--- src/rtl/mxint_exp_scheduler.sv ---
// rtl/mxint_exp_scheduler.sv - round-robin sharing of one fixed-latency mxint exp datapath between two requesters
module mxint_exp_scheduler #(
    parameter int DATA_IN_MAN_WIDTH  = 8,
    parameter int DATA_IN_EXP_WIDTH  = 3,
    parameter int DATA_OUT_MAN_WIDTH = 10,
    parameter int DATA_OUT_EXP_WIDTH = 4,
    parameter int BLOCK_SIZE         = 16,
    parameter int EXP_LATENCY        = 2,
    parameter int FIFO_DEPTH         = 4
) (
    input  logic                                       clk,
    input  logic                                       rst,
    input  logic [DATA_IN_MAN_WIDTH*BLOCK_SIZE-1:0]    mdata_in_0,
    input  logic [DATA_IN_EXP_WIDTH-1:0]               edata_in_0,
    input  logic                                       data_in_0_valid,
    output logic                                       data_in_0_ready,
    input  logic [DATA_IN_MAN_WIDTH*BLOCK_SIZE-1:0]    mdata_in_1,
    input  logic [DATA_IN_EXP_WIDTH-1:0]               edata_in_1,
    input  logic                                       data_in_1_valid,
    output logic                                       data_in_1_ready,
    output logic [DATA_IN_MAN_WIDTH*BLOCK_SIZE-1:0]    ex_mdata_out,
    output logic [DATA_IN_EXP_WIDTH-1:0]               ex_edata_out,
    output logic                                       ex_valid_out,
    input  logic [DATA_OUT_MAN_WIDTH*BLOCK_SIZE-1:0]   ex_mdata_in,
    input  logic [DATA_OUT_EXP_WIDTH*BLOCK_SIZE-1:0]   ex_edata_in,
    input  logic                                       ex_valid_in,
    output logic [DATA_OUT_MAN_WIDTH*BLOCK_SIZE-1:0]   mdata_out_0,
    output logic [DATA_OUT_EXP_WIDTH*BLOCK_SIZE-1:0]   edata_out_0,
    output logic                                       data_out_0_valid,
    input  logic                                       data_out_0_ready,
    output logic [DATA_OUT_MAN_WIDTH*BLOCK_SIZE-1:0]   mdata_out_1,
    output logic [DATA_OUT_EXP_WIDTH*BLOCK_SIZE-1:0]   edata_out_1,
    output logic                                       data_out_1_valid,
    input  logic                                       data_out_1_ready,
    output logic                                       busy,
    output logic                                       err_sync
);

    localparam int MW = DATA_OUT_MAN_WIDTH * BLOCK_SIZE;
    localparam int EW = DATA_OUT_EXP_WIDTH * BLOCK_SIZE;
    localparam int CW = $clog2(FIFO_DEPTH + 1);
    localparam int PW = (FIFO_DEPTH > 1) ? $clog2(FIFO_DEPTH) : 1;
    localparam logic [CW:0]   DEPTH_C = (CW+1)'(FIFO_DEPTH);
    localparam logic [PW-1:0] LAST_C  = PW'(FIFO_DEPTH - 1);

    logic [CW-1:0] occ      [2];
    logic [CW-1:0] inflight [2];
    logic [PW-1:0] rd_ptr   [2];
    logic [PW-1:0] wr_ptr   [2];
    logic [MW-1:0] fifo_m   [2][FIFO_DEPTH];
    logic [EW-1:0] fifo_e   [2][FIFO_DEPTH];

    logic                   rr;
    logic [EXP_LATENCY-1:0] tag_v;
    logic [EXP_LATENCY-1:0] tag_id;
    logic                   err_q;

    logic [1:0] in_valid, out_ready, elig, grant, retire_k, push_k, pop_k, nonempty;
    logic       issue, gid, tail_v, tail_id, mismatch;
    logic [CW:0] used [2];

    function automatic logic [PW-1:0] nxt(input logic [PW-1:0] p);
        return (p == LAST_C) ? '0 : p + PW'(1);
    endfunction

    assign in_valid  = {data_in_1_valid, data_in_0_valid};
    assign out_ready = {data_out_1_ready, data_out_0_ready};

    // Credit = FIFO_DEPTH - occupancy - in flight; eligible while credit remains.
    always_comb begin
        elig     = '0;
        nonempty = '0;
        for (int k = 0; k < 2; k++) begin
            used[k]     = {1'b0, occ[k]} + {1'b0, inflight[k]};
            elig[k]     = in_valid[k] && !rst && (used[k] < DEPTH_C);
            nonempty[k] = (occ[k] != '0);
        end
    end

    always_comb begin
        grant = elig;
        if (elig == 2'b11)
            grant = rr ? 2'b10 : 2'b01;
    end

    assign issue = |grant;
    assign gid   = grant[1];

    assign data_in_0_ready = grant[0];
    assign data_in_1_ready = grant[1];
    assign ex_valid_out    = issue;
    assign ex_mdata_out    = grant[1] ? mdata_in_1 : (grant[0] ? mdata_in_0 : '0);
    assign ex_edata_out    = grant[1] ? edata_in_1 : (grant[0] ? edata_in_0 : '0);

    // A tail slot retires even when its result is missing so credits never leak.
    assign tail_v   = tag_v[EXP_LATENCY-1];
    assign tail_id  = tag_id[EXP_LATENCY-1];
    assign mismatch = tail_v ^ ex_valid_in;
    assign retire_k = {tail_v & tail_id, tail_v & ~tail_id};
    assign push_k   = retire_k & {2{ex_valid_in}};
    assign pop_k    = nonempty & out_ready;

    always_ff @(posedge clk) begin
        if (rst) begin
            rr     <= 1'b0;
            tag_v  <= '0;
            tag_id <= '0;
            err_q  <= 1'b0;
            for (int k = 0; k < 2; k++) begin
                occ[k]      <= '0;
                inflight[k] <= '0;
                rd_ptr[k]   <= '0;
                wr_ptr[k]   <= '0;
            end
        end else begin
            if (issue)
                rr <= ~gid;
            tag_v[0]  <= issue;
            tag_id[0] <= gid;
            for (int i = 1; i < EXP_LATENCY; i++) begin
                tag_v[i]  <= tag_v[i-1];
                tag_id[i] <= tag_id[i-1];
            end
            if (mismatch)
                err_q <= 1'b1;
            for (int k = 0; k < 2; k++) begin
                occ[k]      <= occ[k] + CW'(push_k[k]) - CW'(pop_k[k]);
                inflight[k] <= inflight[k] + CW'(grant[k]) - CW'(retire_k[k]);
                if (push_k[k])
                    wr_ptr[k] <= nxt(wr_ptr[k]);
                if (pop_k[k])
                    rd_ptr[k] <= nxt(rd_ptr[k]);
            end
        end
    end

    always_ff @(posedge clk) begin
        for (int k = 0; k < 2; k++) begin
            if (push_k[k] && !rst) begin
                fifo_m[k][wr_ptr[k]] <= ex_mdata_in;
                fifo_e[k][wr_ptr[k]] <= ex_edata_in;
            end
        end
    end

    assign mdata_out_0      = fifo_m[0][rd_ptr[0]];
    assign edata_out_0      = fifo_e[0][rd_ptr[0]];
    assign mdata_out_1      = fifo_m[1][rd_ptr[1]];
    assign edata_out_1      = fifo_e[1][rd_ptr[1]];
    assign data_out_0_valid = nonempty[0] && !rst;
    assign data_out_1_valid = nonempty[1] && !rst;

    assign busy     = !rst && ((inflight[0] != '0) || (inflight[1] != '0) || (|nonempty));
    assign err_sync = err_q && !rst;

endmodule
--- config.mk ---
export PLATFORM = sky130hd
export DESIGN_NAME = mxint_exp_scheduler
export DESIGN_NICKNAME = d
export VERILOG_FILES = /design/src/rtl/mxint_exp_scheduler.sv
export SDC_FILE = /design/constraint.sdc
export NUM_CORES = 1
export LEC_CHECK = 0
export CAP_MARGIN = 5
export CORE_MARGIN = 2
export CORE_UTILIZATION = 30
export CTS_BUF_LIST = sky130_fd_sc_hd__clkbuf_2
export DETAILED_ROUTE_END_ITERATION = 7
export SLEW_MARGIN = 40
export SYNTH_ARGS = -nofsm -noshare
export SYNTH_HDL_FRONTEND = slang
export SYNTH_SLANG_ARGS = --single-unit
--- constraint.sdc ---
create_clock -name clk -period 9.65 [get_ports clk]
set_input_delay 0.965 -clock clk [delete_from_list [all_inputs] [get_ports clk]]
set_output_delay 0.965 -clock clk [all_outputs]
set_load 0.005 [all_outputs]
Word level (Yosys, flattened, before mapping)
Memory sizes are Yosys's and may differ from the RTL's.
Cells that the tools add are included.
{"block": "classes", "n_lt_le_gt_ge": 8, "eq_ne": 5, "reduce_logical": 23, "bitwise_logic": 19, "mux": 65, "addsub": 14}
{"op": "640-bit two-way mux", "n": 4}
{"op": "256-bit two-way mux", "n": 4}
{"op": "160-bit two-way mux", "n": 6}
{"op": "160-bit binary-select mux with 2-bit select", "n": 2}
{"op": "160-bit demux with 2-bit select", "n": 2}
{"op": "640-bit OR reduction", "n": 1}
{"op": "64-bit two-way mux", "n": 6}
{"op": "64-bit binary-select mux with 2-bit select", "n": 2}
{"op": "64-bit demux with 2-bit select", "n": 2}
{"op": "128-bit two-way mux", "n": 2}
{"op": "256-bit OR reduction", "n": 1}
{"op": "2-bit two-way mux", "n": 10}
{"op": "1-bit two-way mux", "n": 19}
{"op": "3-bit two-way mux", "n": 6}
{"op": "3-bit by 1-bit adder with 3-bit output", "n": 4}
{"op": "3-bit greater-or-equal comparator (second input constant)", "n": 4}
{"op": "1-bit logical AND", "n": 12}
{"op": "2-bit NOT with 3-bit output", "n": 4}
{"op": "3-bit nonzero test", "n": 4}
{"op": "3-bit by 1-bit subtractor with 3-bit output", "n": 4}
{"op": "2-bit == test (second input constant)", "n": 5}
{"op": "2-bit by 1-bit adder with 2-bit output (second input constant)", "n": 4}
{"op": "3-bit by 3-bit adder with 4-bit output", "n": 2}
{"op": "4-bit by 3-bit less-than comparator with 1-bit output (second input constant)", "n": 2}
{"op": "9 further kinds", "n": 22}
{"block": "totals", "ff_bits": 6, "mem_bits_rw": 1812, "memories": 6, "output_inout_bits": 586}
{"name": "fifo_m", "depth": 2, "word_bits": 640, "rd": 2, "rd_clocked_by_memory_dff": 0, "write_ports": 1, "line": "50", "text": "logic [MW-1:0] fifo_m [2][FIFO_DEPTH];"}
{"name": "fifo_e", "depth": 2, "word_bits": 256, "rd": 2, "rd_clocked_by_memory_dff": 0, "write_ports": 1, "line": "51", "text": "logic [EW-1:0] fifo_e [2][FIFO_DEPTH];"}
{"name": "inflight", "depth": 2, "word_bits": 3, "rd": 2, "rd_clocked_by_memory_dff": 0, "write_ports": 2, "line": "47", "text": "logic [CW-1:0] inflight [2];"}
{"name": "occ", "depth": 2, "word_bits": 3, "rd": 2, "rd_clocked_by_memory_dff": 0, "write_ports": 2, "line": "46", "text": "logic [CW-1:0] occ [2];"}
{"name": "rd_ptr", "depth": 2, "word_bits": 2, "rd": 2, "rd_clocked_by_memory_dff": 0, "write_ports": 2, "line": "48", "text": "logic [PW-1:0] rd_ptr [2];"}
{"name": "wr_ptr", "depth": 2, "word_bits": 2, "rd": 2, "rd_clocked_by_memory_dff": 0, "write_ports": 2, "line": "49", "text": "logic [PW-1:0] wr_ptr [2];"}

Depth between registers and ports, before layout
{"block": "logic_depth", "word_depth": 8, "depth_mapped": 12, "mapped_depth_nobuf": 9}

Worst setup path after synthesis
OpenSTA, ideal clock, no wires.
{"block": "synth_path", "path_kind": "input-to-reg", "start": "input port rst", "end": "memory fifo_e[0][100] in the netlist's numbering, enable pin", "path_stages": 3, "setup_slack_ns": 2.480, "arrival_time_ns": 6.558, "setup_time_ns": 0.613, "n_path_buf": 1, "path_cell_list": "clkbuf_1 -> nor3_1 -> and2_1"}
{"block": "synth_via", "elab_chain_len": 6}
{"item": "from (decl)", "line": "12", "text": "input logic rst,"}
{"item": "1-bit zero test (*)", "line": "139", "text": "if (push_k[k] && !rst) begin"}
{"item": "1-bit logical AND", "line": "139"}
{"item": "1-bit two-way mux", "line": "139"}
{"item": "256-bit two-way mux (implied by the code)", "line": "141", "text": "fifo_e[k][wr_ptr[k]] <= ex_edata_in;"}
{"item": "256-bit OR reduction (no line)"}
{"item": "1-bit two-way mux (no line) or 256-bit two-way mux (tied branches)"}
{"item": "to (decl)", "line": "51"}
Mark *: on every way between the ends. The rest lies on a longest branch, timed or not.

==> flow_summary.html <==
<table>
<tr><th>Metric</th><th>Value</th></tr>
<tr><th colspan="2">Critical path</th></tr>
<tr><td>CP startpoint</td><td>inflight[0][2]</td></tr>
<tr><td>Startpoint type of the worst setup path</td><td>flop</td></tr>
<tr><td>Crit end category</td><td>primary output</td></tr>
<tr><td>Number of cell instances on the worst register-to-register path</td><td>6</td></tr>
<tr><td>Worst reg2reg path endpoint</td><td>fifo_e[0][3]</td></tr>
<tr><td>Maximum cell stage delay along the critical path</td><td>0.60 ns</td></tr>
<tr><td>Crit-path leading delay family</td><td>buffers and inverters</td></tr>
<tr><td>Capture point of the worst path</td><td>ex_mdata_out[92]</td></tr>
<tr><td>Cell type of the slowest stage on the worst timing path</td><td>clkdlybuf4s50_1</td></tr>
<tr><td>Logic depth of the worst path, buffers included</td><td>8</td></tr>
<tr><td>Worst Setup Path Type</td><td>reg2out</td></tr>
<tr><td>List of cells traversed by the critical path</td><td>ha_1 -&gt; or4b_4 -&gt; a311oi_2 -&gt; o31a_2 -&gt; buf_4 -&gt; buf_6 -&gt; a22o_1 -&gt; clkdlybuf4s50_1</td></tr>
<tr><td>Worst reg-to-reg setup slack</td><td>6.07 ns</td></tr>
<tr><td>Arr. time, crit path</td><td>5.88 ns</td></tr>
<tr><td>Critical path buffers and inverters</td><td>3</td></tr>
<tr><td>Required time of the worst setup path</td><td>8.69 ns</td></tr>
<tr><td>Peak fanout along the critical path</td><td>68</td></tr>
<tr><td>Worst reg2reg startpoint</td><td>tag_v[1]</td></tr>
<tr><th colspan="2">Clocking</th></tr>
<tr><td>Master cell of the clock root buffer</td><td>clkbuf_2</td></tr>
<tr><td>TritonCTS clock tree</td><td>done</td></tr>
<tr><td>Sink count of the clock tree</td><td>1818</td></tr>
<tr><td>Post-CTS repair timing setup buffer count</td><td>0</td></tr>
<tr><td>CTS clock-pin slew for the worst setup and hold paths</td><td>0.10 ns</td></tr>
<tr><td>Number of clock buffers inserted by TritonCTS</td><td>464</td></tr>
<tr><td>Insertion delay of the later-clocked pin in the worst-skew pair</td><td>1.93 ns</td></tr>
<tr><td>Count of instances resized after the clock tree is built</td><td>0</td></tr>
<tr><td>Number of H-tree levels</td><td>5</td></tr>
<tr><td>Maximum root-to-sink buffer count</td><td>4</td></tr>
<tr><th colspan="2">Power and ir drop</th></tr>
<tr><td>Sw Ratio</td><td>28.7%</td></tr>
<tr><td>Pwr Density</td><td>211 nW/um2</td></tr>
<tr><td>Cell-internal power</td><td>about 13 mW</td></tr>
<tr><td>Clk pwr share</td><td>26.4%</td></tr>
<tr><td>Worst vdd rail ir drop</td><td>0.000123 V</td></tr>
<tr><td>Proportion of power drawn by combinational gates</td><td>26.9%</td></tr>
<tr><td>Switching Power</td><td>5.42 mW</td></tr>
<tr><td>Reg power frac</td><td>46.6%</td></tr>
<tr><td>Static Leak</td><td>28.9 nW</td></tr>
<tr><th colspan="2">Finish</th></tr>
<tr><td>Footprint of the flip-flops and latches</td><td>around 54000 um2</td></tr>
<tr><td>Commonest cells after routing, fill and taps aside</td><td>edfxtp_1, clkdlybuf4s50_1, clkbuf_2</td></tr>
<tr><td>Fraction of layout cells with a size suffix above 1</td><td>approximately a quarter</td></tr>
<tr><td>Layout-stage area growth over the synthesis result</td><td>32.7%</td></tr>
<tr><td>Layout fillers</td><td>20300</td></tr>
<tr><td>Post-route cell area</td><td>between 80000 and 90000 um2</td></tr>
<tr><td>Area used by multi-input combinational logic</td><td>12100 um2</td></tr>
<tr><td>Most common library cell in the layout ignoring fill and taps</td><td>edfxtp_1</td></tr>
<tr><td>Net total in the final layout</td><td>around 5000</td></tr>
<tr><td>Non-filler cells in the finished layout</td><td>7763</td></tr>
<tr><th colspan="2">Synthesis</th></tr>
<tr><td>Share of the synthesized netlist area taken by xor and xnor gates</td><td>less than 1%</td></tr>
<tr><td>Mux contribution to synthesized area</td><td>15.0%</td></tr>
<tr><td>Cell type with the largest total area after synthesis</td><td>edfxtp_1</td></tr>
<tr><td>Count of state elements after synthesis</td><td>1818</td></tr>
<tr><td>Count of yosys warnings during synthesis</td><td>0</td></tr>
<tr><td>Compound-cell area share of the yosys netlist</td><td>1.84%</td></tr>
<tr><td>Main combinational cell family by area after synthesis</td><td>multiplexers</td></tr>
<tr><td>Cell area after synthesis</td><td>67200 um2</td></tr>
<tr><td>Nets in the synthesized netlist</td><td>between 3000 and 4000</td></tr>
<tr><td>Area share of and/or/nand/nor cells after synthesis</td><td>0.503%</td></tr>
<tr><td>Number of library cell types mapped by synthesis</td><td>35</td></tr>
<tr><td>Area contributors post-synth</td><td>edfxtp_1, mux4_2, a22o_1</td></tr>
<tr><td>Share of the synthesized area in the top cell type</td><td>80.4%</td></tr>
<tr><td>Number of instances in the synthesized netlist</td><td>2654</td></tr>
<tr><td>Post-Syn Area per Cell</td><td>25.3 um2</td></tr>
<tr><td>Post-Synth Adder-Cell Area</td><td>0.529%</td></tr>
<tr><td>Portion of the post-synthesis area used by sequential elements</td><td>81.0%</td></tr>
<tr><th colspan="2">Placement</th></tr>
<tr><td>Placed instance count</td><td>6635</td></tr>
<tr><td>Final weighted congestion in routability-driven placement</td><td>0.979</td></tr>
<tr><td>Quantity of I/O buffers inserted on ports</td><td>around 1100</td></tr>
<tr><td>Area after detailed placement</td><td>81900 um2</td></tr>
<tr><td>DPL Wire Length</td><td>163 mm</td></tr>
<tr><th colspan="2">Job</th></tr>
<tr><td>Max-cap violation count</td><td>0</td></tr>
<tr><th colspan="2">Detailed routing</th></tr>
<tr><td>Number of nets still failing antenna checks after routing</td><td>0</td></tr>
<tr><td>Overall via count from detail_route</td><td>36600</td></tr>
<tr><td>Count of unresolved DRC violations after routing</td><td>0</td></tr>
<tr><td>Post-DR wirelength/cell</td><td>~30 um</td></tr>
<tr><td>Initial DRC Count</td><td>~2600</td></tr>
<tr><td>Drt first pass iters</td><td>5</td></tr>
<tr><td>Final wirelength</td><td>235 mm</td></tr>
<tr><td>DR vias/cell</td><td>4.71</td></tr>
<tr><th colspan="2">Outcome</th></tr>
<tr><td>Result of the run</td><td>finished clean</td></tr>
<tr><th colspan="2">Global route</th></tr>
<tr><td>Wire length of the first global-routing pass</td><td>~320 mm</td></tr>
<tr><td>Via count of the first global-routing pass</td><td>38900</td></tr>
<tr><td>Total global routing overflow</td><td>0</td></tr>
<tr><td>Pin count of the biggest net entering global routing</td><td>133</td></tr>
<tr><td>Initial antenna violation count</td><td>80</td></tr>
<tr><td>Global router's overall resource usage</td><td>20.2%</td></tr>
<tr><th colspan="2">Timing</th></tr>
<tr><td>Final setup skew</td><td>0.309 ns</td></tr>
<tr><td>Final number of hold-violating endpoints</td><td>0</td></tr>
<tr><td>Final period util</td><td>71.0%</td></tr>
<tr><td>Slew headroom</td><td>16.6%</td></tr>
<tr><td>Hold WS</td><td>0.398 ns</td></tr>
<tr><td>Maximum clock rate</td><td>approximately 150 MHz</td></tr>
<tr><td>Max-slew violation count</td><td>0</td></tr>
<tr><td>Slew of the pin with the lowest slew margin</td><td>about 1.3 ns</td></tr>
<tr><td>Aggregate negative setup slack</td><td>0 ns</td></tr>
<tr><td>RSZ-0062 raised after global routing</td><td>false</td></tr>
<tr><td>Count of endpoints failing setup in the final report</td><td>0</td></tr>
<tr><td>Final min period</td><td>6.85 ns</td></tr>
<tr><th colspan="2">Floorplanning</th></tr>
<tr><td>Rows</td><td>173</td></tr>
<tr><td>Die area</td><td>228000 um2</td></tr>
<tr><td>Die Height</td><td>477 um</td></tr>
<tr><td>IO Pins</td><td>1079</td></tr>
<tr><td>Initial standard-cell utilization of the core</td><td>30.2%</td></tr>
<tr><td>Standard cell core area</td><td>223000 um2</td></tr>
<tr><td>Die width</td><td>477 um</td></tr>
<tr><th colspan="2">Min path</th></tr>
<tr><td>Min-delay worst type</td><td>in2reg</td></tr>
</table>
## per-stage QoR
| step | util, % | setup WS [ns] | total power [mW] |
|---|---|---|---|
| floorplan | - | 2.48 | 11.1 |
| global placement | 36.7 | 3.54 | 14.0 |
| detailed placement | 36.8 | 3.90 | 14.0 |
| CTS | 40.0 | 2.40 | 19.2 |
| global route | 40.1 | 2.25 | 19.8 |
| finish | 40.1 | 2.80 | 18.9 |
## cells in the mapped netlist
cell type  count
a211oi_1       2
a211oi_2       1
a21oi_1        1
a22o_1       131
a311oi_2       1
a31o_2         1
a41oi_1        1
and2_1         9
and3_1         1
buf_1         36
buf_2         44
buf_4          1
buf_6          9
clkbuf_1      45
dfxtp_1       18
edfxtp_1    1800
fa_1           4
ha_1          22
inv_1         21
mux4_2       448
nand2_1        1
nand2b_1       2
nand3_1        1
nor2_1        12
nor2b_1       13
nor3_1         3
nor4_1         5
nor4b_1        4
o22ai_1        2
o31a_1         1
or2_2          4
or4_1          1
or4b_4         1
xnor2_1        7
xor2_1         1
## worst min path at each step
stage                     endpoint       startpoint  slack, ns  depth (start not counted)
floorplan                tag_id[1]        tag_id[0]       0.41                          1
global route        fifo_m[0][861]  ex_mdata_in[61]       0.03                          2
finish              fifo_m[0][330]  ex_mdata_in[10]       0.40                          2
CTS                  fifo_e[0][45]  ex_edata_in[45]     0.0003                          2
global placement          tag_v[1]         tag_v[0]       0.42                          1
detailed placement        tag_v[1]         tag_v[0]       0.43                          1
## cell families (layout without fill, tap and decap cells)
family	count (synthesis)	in the layout
mux	448	448
compound gates	141	141
simple gates	57	57
flops	1818	1818
fa+ha+maj	26	26
xor+xnor	8	8
other cells	0	36
buf+inv	156	2254
## timing repair
action | in CTS | in global routing
endpoints found under the setup margin | 0 | 0
hold buffers | 318 | 0
hold endpoints to repair | 1876 | 0
## sequential cells by signal (all words and copies together), names as in the netlist
register,flops
err_q,1
rr,1
rd_ptr,4
inflight,6
occ,6
tag_id,2
fifo_m,1280
tag_v,2
fifo_e,512
wr_ptr,4
## power by group through the flow
stage	Combinational, mW	Clock [mW]	Sequential [mW]
finish	5.08	4.99	8.79
global route	5.34	5.61	8.80
CTS	5.20	5.21	8.79
detailed placement	5.05	0	8.97
global placement	5.02	0	8.98
floorplan	2.10	0	8.97
## layer usage
metal / global-route usage (%) / vias to the layer above / wire length [um] / share of wire (%)
met5: 0 / - / 325 / 0.14
met4: 13.0 / 56 / 16600 / 7.1
met3: 7.72 / 485 / 20100 / 8.6
met2: 35.3 / 1615 / 120000 / 51
met1: 19.8 / 19000 / 77500 / 33
li1: - / 15500 / - / -
## cell type report
class	instances	area share (%)
tap	2975	4.17
inverter	21	0.0883
timing repair buffer	1462	16.7
clock buffer	659	3.70
clock inverter	112	0.684
multi-input combinational	680	13.6
sequential	1818	61.0
antenna	36	0.101
(Power assumes the default switching activity.)
==> edit (config.mk and constraints unchanged) <==
`FIFO_DEPTH`: 4 -> 2.
--- a/src/rtl/mxint_exp_scheduler.sv
+++ b/src/rtl/mxint_exp_scheduler.sv
@@ -6,7 +6,7 @@
     parameter int DATA_OUT_EXP_WIDTH = 4,
     parameter int BLOCK_SIZE         = 16,
     parameter int EXP_LATENCY        = 2,
-    parameter int FIFO_DEPTH         = 4
+    parameter int FIFO_DEPTH         = 2
 ) (
     input  logic                                       clk,
     input  logic                                       rst,
Function: changed (a bounded check fails within 4 cycles, from zero or initial values and one cycle with rst high).
==> edit against the original RTL <==
- sequential cell count down 904
- core utilization up 4.8 points
- setup slack better by 170 ps
- design area down 40%
- critical path depth up 1
- first-iteration DRC count down 43%
- non-clock buffer count down 122
- clock power down 47%
- highest routed layer unchanged
- power down 46%
- critical endpoint is now ex_mdata_out[51]
- count of clock-buffer cells in the layout down 335
- wire length down 27%
- clock skew down 190 ps
- synthesized area down 47%
==> edit: results (changes against the original RTL) <==
| Step | Metric | Reported | vs unedited |
|---|---|---|---|
| global route | Global-route wire length before repair | 222000 um | -30% |
| layout | Count of nets after finishing | 3920 | -21% |
| clock tree | Clock latency reported for the late side of the worst-skew pair | 1680 ps | -250 ps |
| placement | Detailed placement HPWL | 130000 um | -20% |
| logic synthesis | Fraction of synthesized area in multiplexers | 14.1% | -0.95 points |
| logic synthesis | Syn_nets | 2457 | -23% |
| logic synthesis | Leading post-synthesis cells by cell area | edfxtp_1 75%, mux2_2 14%, o32ai_1 3.2% |  |
| critical path | Crit path DAT | 5710 ps | -170 ps |
| placement | Number of input and output port buffers inserted | 1078 | unchanged |
| global route | Via count of the first global-routing pass | 25167 | -35% |
| routing | DR pass1 iterations | 5 | unchanged |
| logic synthesis | Compound-Gate Fraction of Synth Area | 3.41% | +1.6 points |
| clock tree | Worst-case clock buffer depth | 3 | -1 |
| routing | WL/cell | 32.7 um | +8.0% |
| clock tree | TritonCTS Buffers | 232 | -50% |
| logic synthesis | Yosys Warn Count | 0 | unchanged |
| logic synthesis | Number of unique standard cell types used by synthesis | 38 | +8.6% |
| pwr | Worst supply voltage drop on vdd | 112 uV | -9.0% |
| logic synthesis | Share of synthesized flip-flops with an asynchronous set or reset | 0% | unchanged |
| logic synthesis | Count of flip-flops with a built-in enable after synthesis | 900 | -50% |
| logic synthesis | Fraction of the mapped netlist area in adder cells | 0.321% | -0.21 points |
| routing | Via-per-instance ratio | 4.66 | -1.0% |
| placement | Routability cong. | 1.04 | +6.3% |
| routing | Initial detailed-routing violation count | 1450 | -43% |
| global route | Number of antenna violations at the first check in global routing | 72 | -10% |
| placement | Area post-placement | 0.0487 mm2 | -41% |
| sta | Worst setup skew after layout | 115 ps | -194 ps |
| logic synthesis | Share of synthesized area occupied by flip-flops and latches | 76.1% | -4.9 points |
| logic synthesis | XOR/XNOR share of the synthesized area | 0.146% | +0.042 points |
| clock tree | Number of levels in the clock H-tree | 4 | -1 |
| layout | Share of post-route cells with drive strength above 1 | 23.6% | -1.9 points |
| layout | Largest register FFs | 640 | -50% |
| global route | Pin count of the biggest net entering global routing | 171 | +29% |
| logic synthesis | List of most frequent post-synthesis cells | 900 x edfxtp_1, 448 x mux2_2, 142 x inv_1, 133 x nand2b_1, 131 x o32ai_1 |  |
| sta | Max_slew headroom | 31.3% | +15 points |
| critical path | Library cell contributing the largest single delay on the critical path | buf_4 |  |
| pwr | Static power due to leakage | 18.3 nW | -37% |
| status | Status | finished, final reports clean |  |
| critical path | CP top delay family | buffers and inverters |  |
| min path | Path type of the worst min-delay path | primary input to flip-flop |  |
| clock tree | Worst-path clk slew | 100 ps | about the same |
| critical path | Peak per-stage delay on the critical path | 670 ps | +70 ps |
| critical path | Crit Path Max Fanout | 71 | +4.4% |
| global route | Global Route Usage Sum | 27.1% | +6.9 points |
==> edit: changes by cell type after synthesis, moves of 131 or more <==
cell      change
a22o_1      -131
edfxtp_1    -900
mux2_2      +448
mux4_2      -448
nand2b_1    +131
o32ai_1     +131
==> edit: final cells by class <==
class                   count  area, um2
well taps                1600       2000
inverters                 142        533
clock inverters            75        485
flip-flops and latches    914      27300
diodes                     28       70.1
fillers                 10757      65200
repair buffers           1340      13500
clock buffers             324       1620
multi-input cells         789       7630
==> edit: worst paths after layout <==
check / from / endpoint / slack (ps) / cells past startpoint
setup / recovery: occ[0][2] / ex_mdata_out[51] / 2980 / 9
setup reg to reg: tag_v[1] / fifo_m[0][512] / 6770 / 5
hold reg to reg: tag_id[0] / tag_id[1] / 440 / 1
hold / removal: ex_valid_in / wr_ptr[0][1] / 370 / 3
==> edit: report_power, final <==
part	total (W)	leakage [nW]	switching, W	internal, W
sequential	0.00445	8.22	0.0000272	0.00443
combinational	0.00306	8.48	0.00153	0.00153
clock	0.00264	1.58	0.00163	0.00101
total	0.0102	18.3	0.00319	0.00697
==> edit: metal layers <==
metal / part of all wire, % / track usage, %
met2: 51 / 48.1
met4: 3.8 / 10.5
met5: 0.19 / 0
met1: 37 / 30.2
met3: 7.5 / 8.72
==> edit: stage by stage <==
stage	worst slack [ps]	total power, W	cells	hold WS, ps
final	2980	0.0102	5212	367
after global routing	2460	0.0106	5197	87.1
after CTS	2680	0.0103	5184	57.3
after detailed placement	4260	0.00752	4556	426
after global placement	4170	0.00752	4548	422
after floorplan	-1150	0.00569	1956	414
==> edit: logic make-up (layout without fill, tap and decap cells) <==
family | Yosys count | after routing
buffers and inverters | 253 | 1881
DFF | 914 | 914
and+or+nand+nor | 183 | 183
adders and majority gates | 8 | 8
xor gates and xnor gates | 6 | 6
muxes | 448 | 448
AOI/OAI and AO/OA | 144 | 144
other | 0 | 28
==> edit: repair_timing <==
item / 4_1_cts / 5_1_grt
hold buffers: 229 / 0
setup buffers: 0 / 0
hold endpoints to repair: 911 / 0
==> edit: worst register-to-register path, stage by stage (launching register included) <==
cell     delay, ps
dfxtp_1        380
nand2_1        120
or2_2          390
nor3b_4        280
buf_6          540
buf_4          710
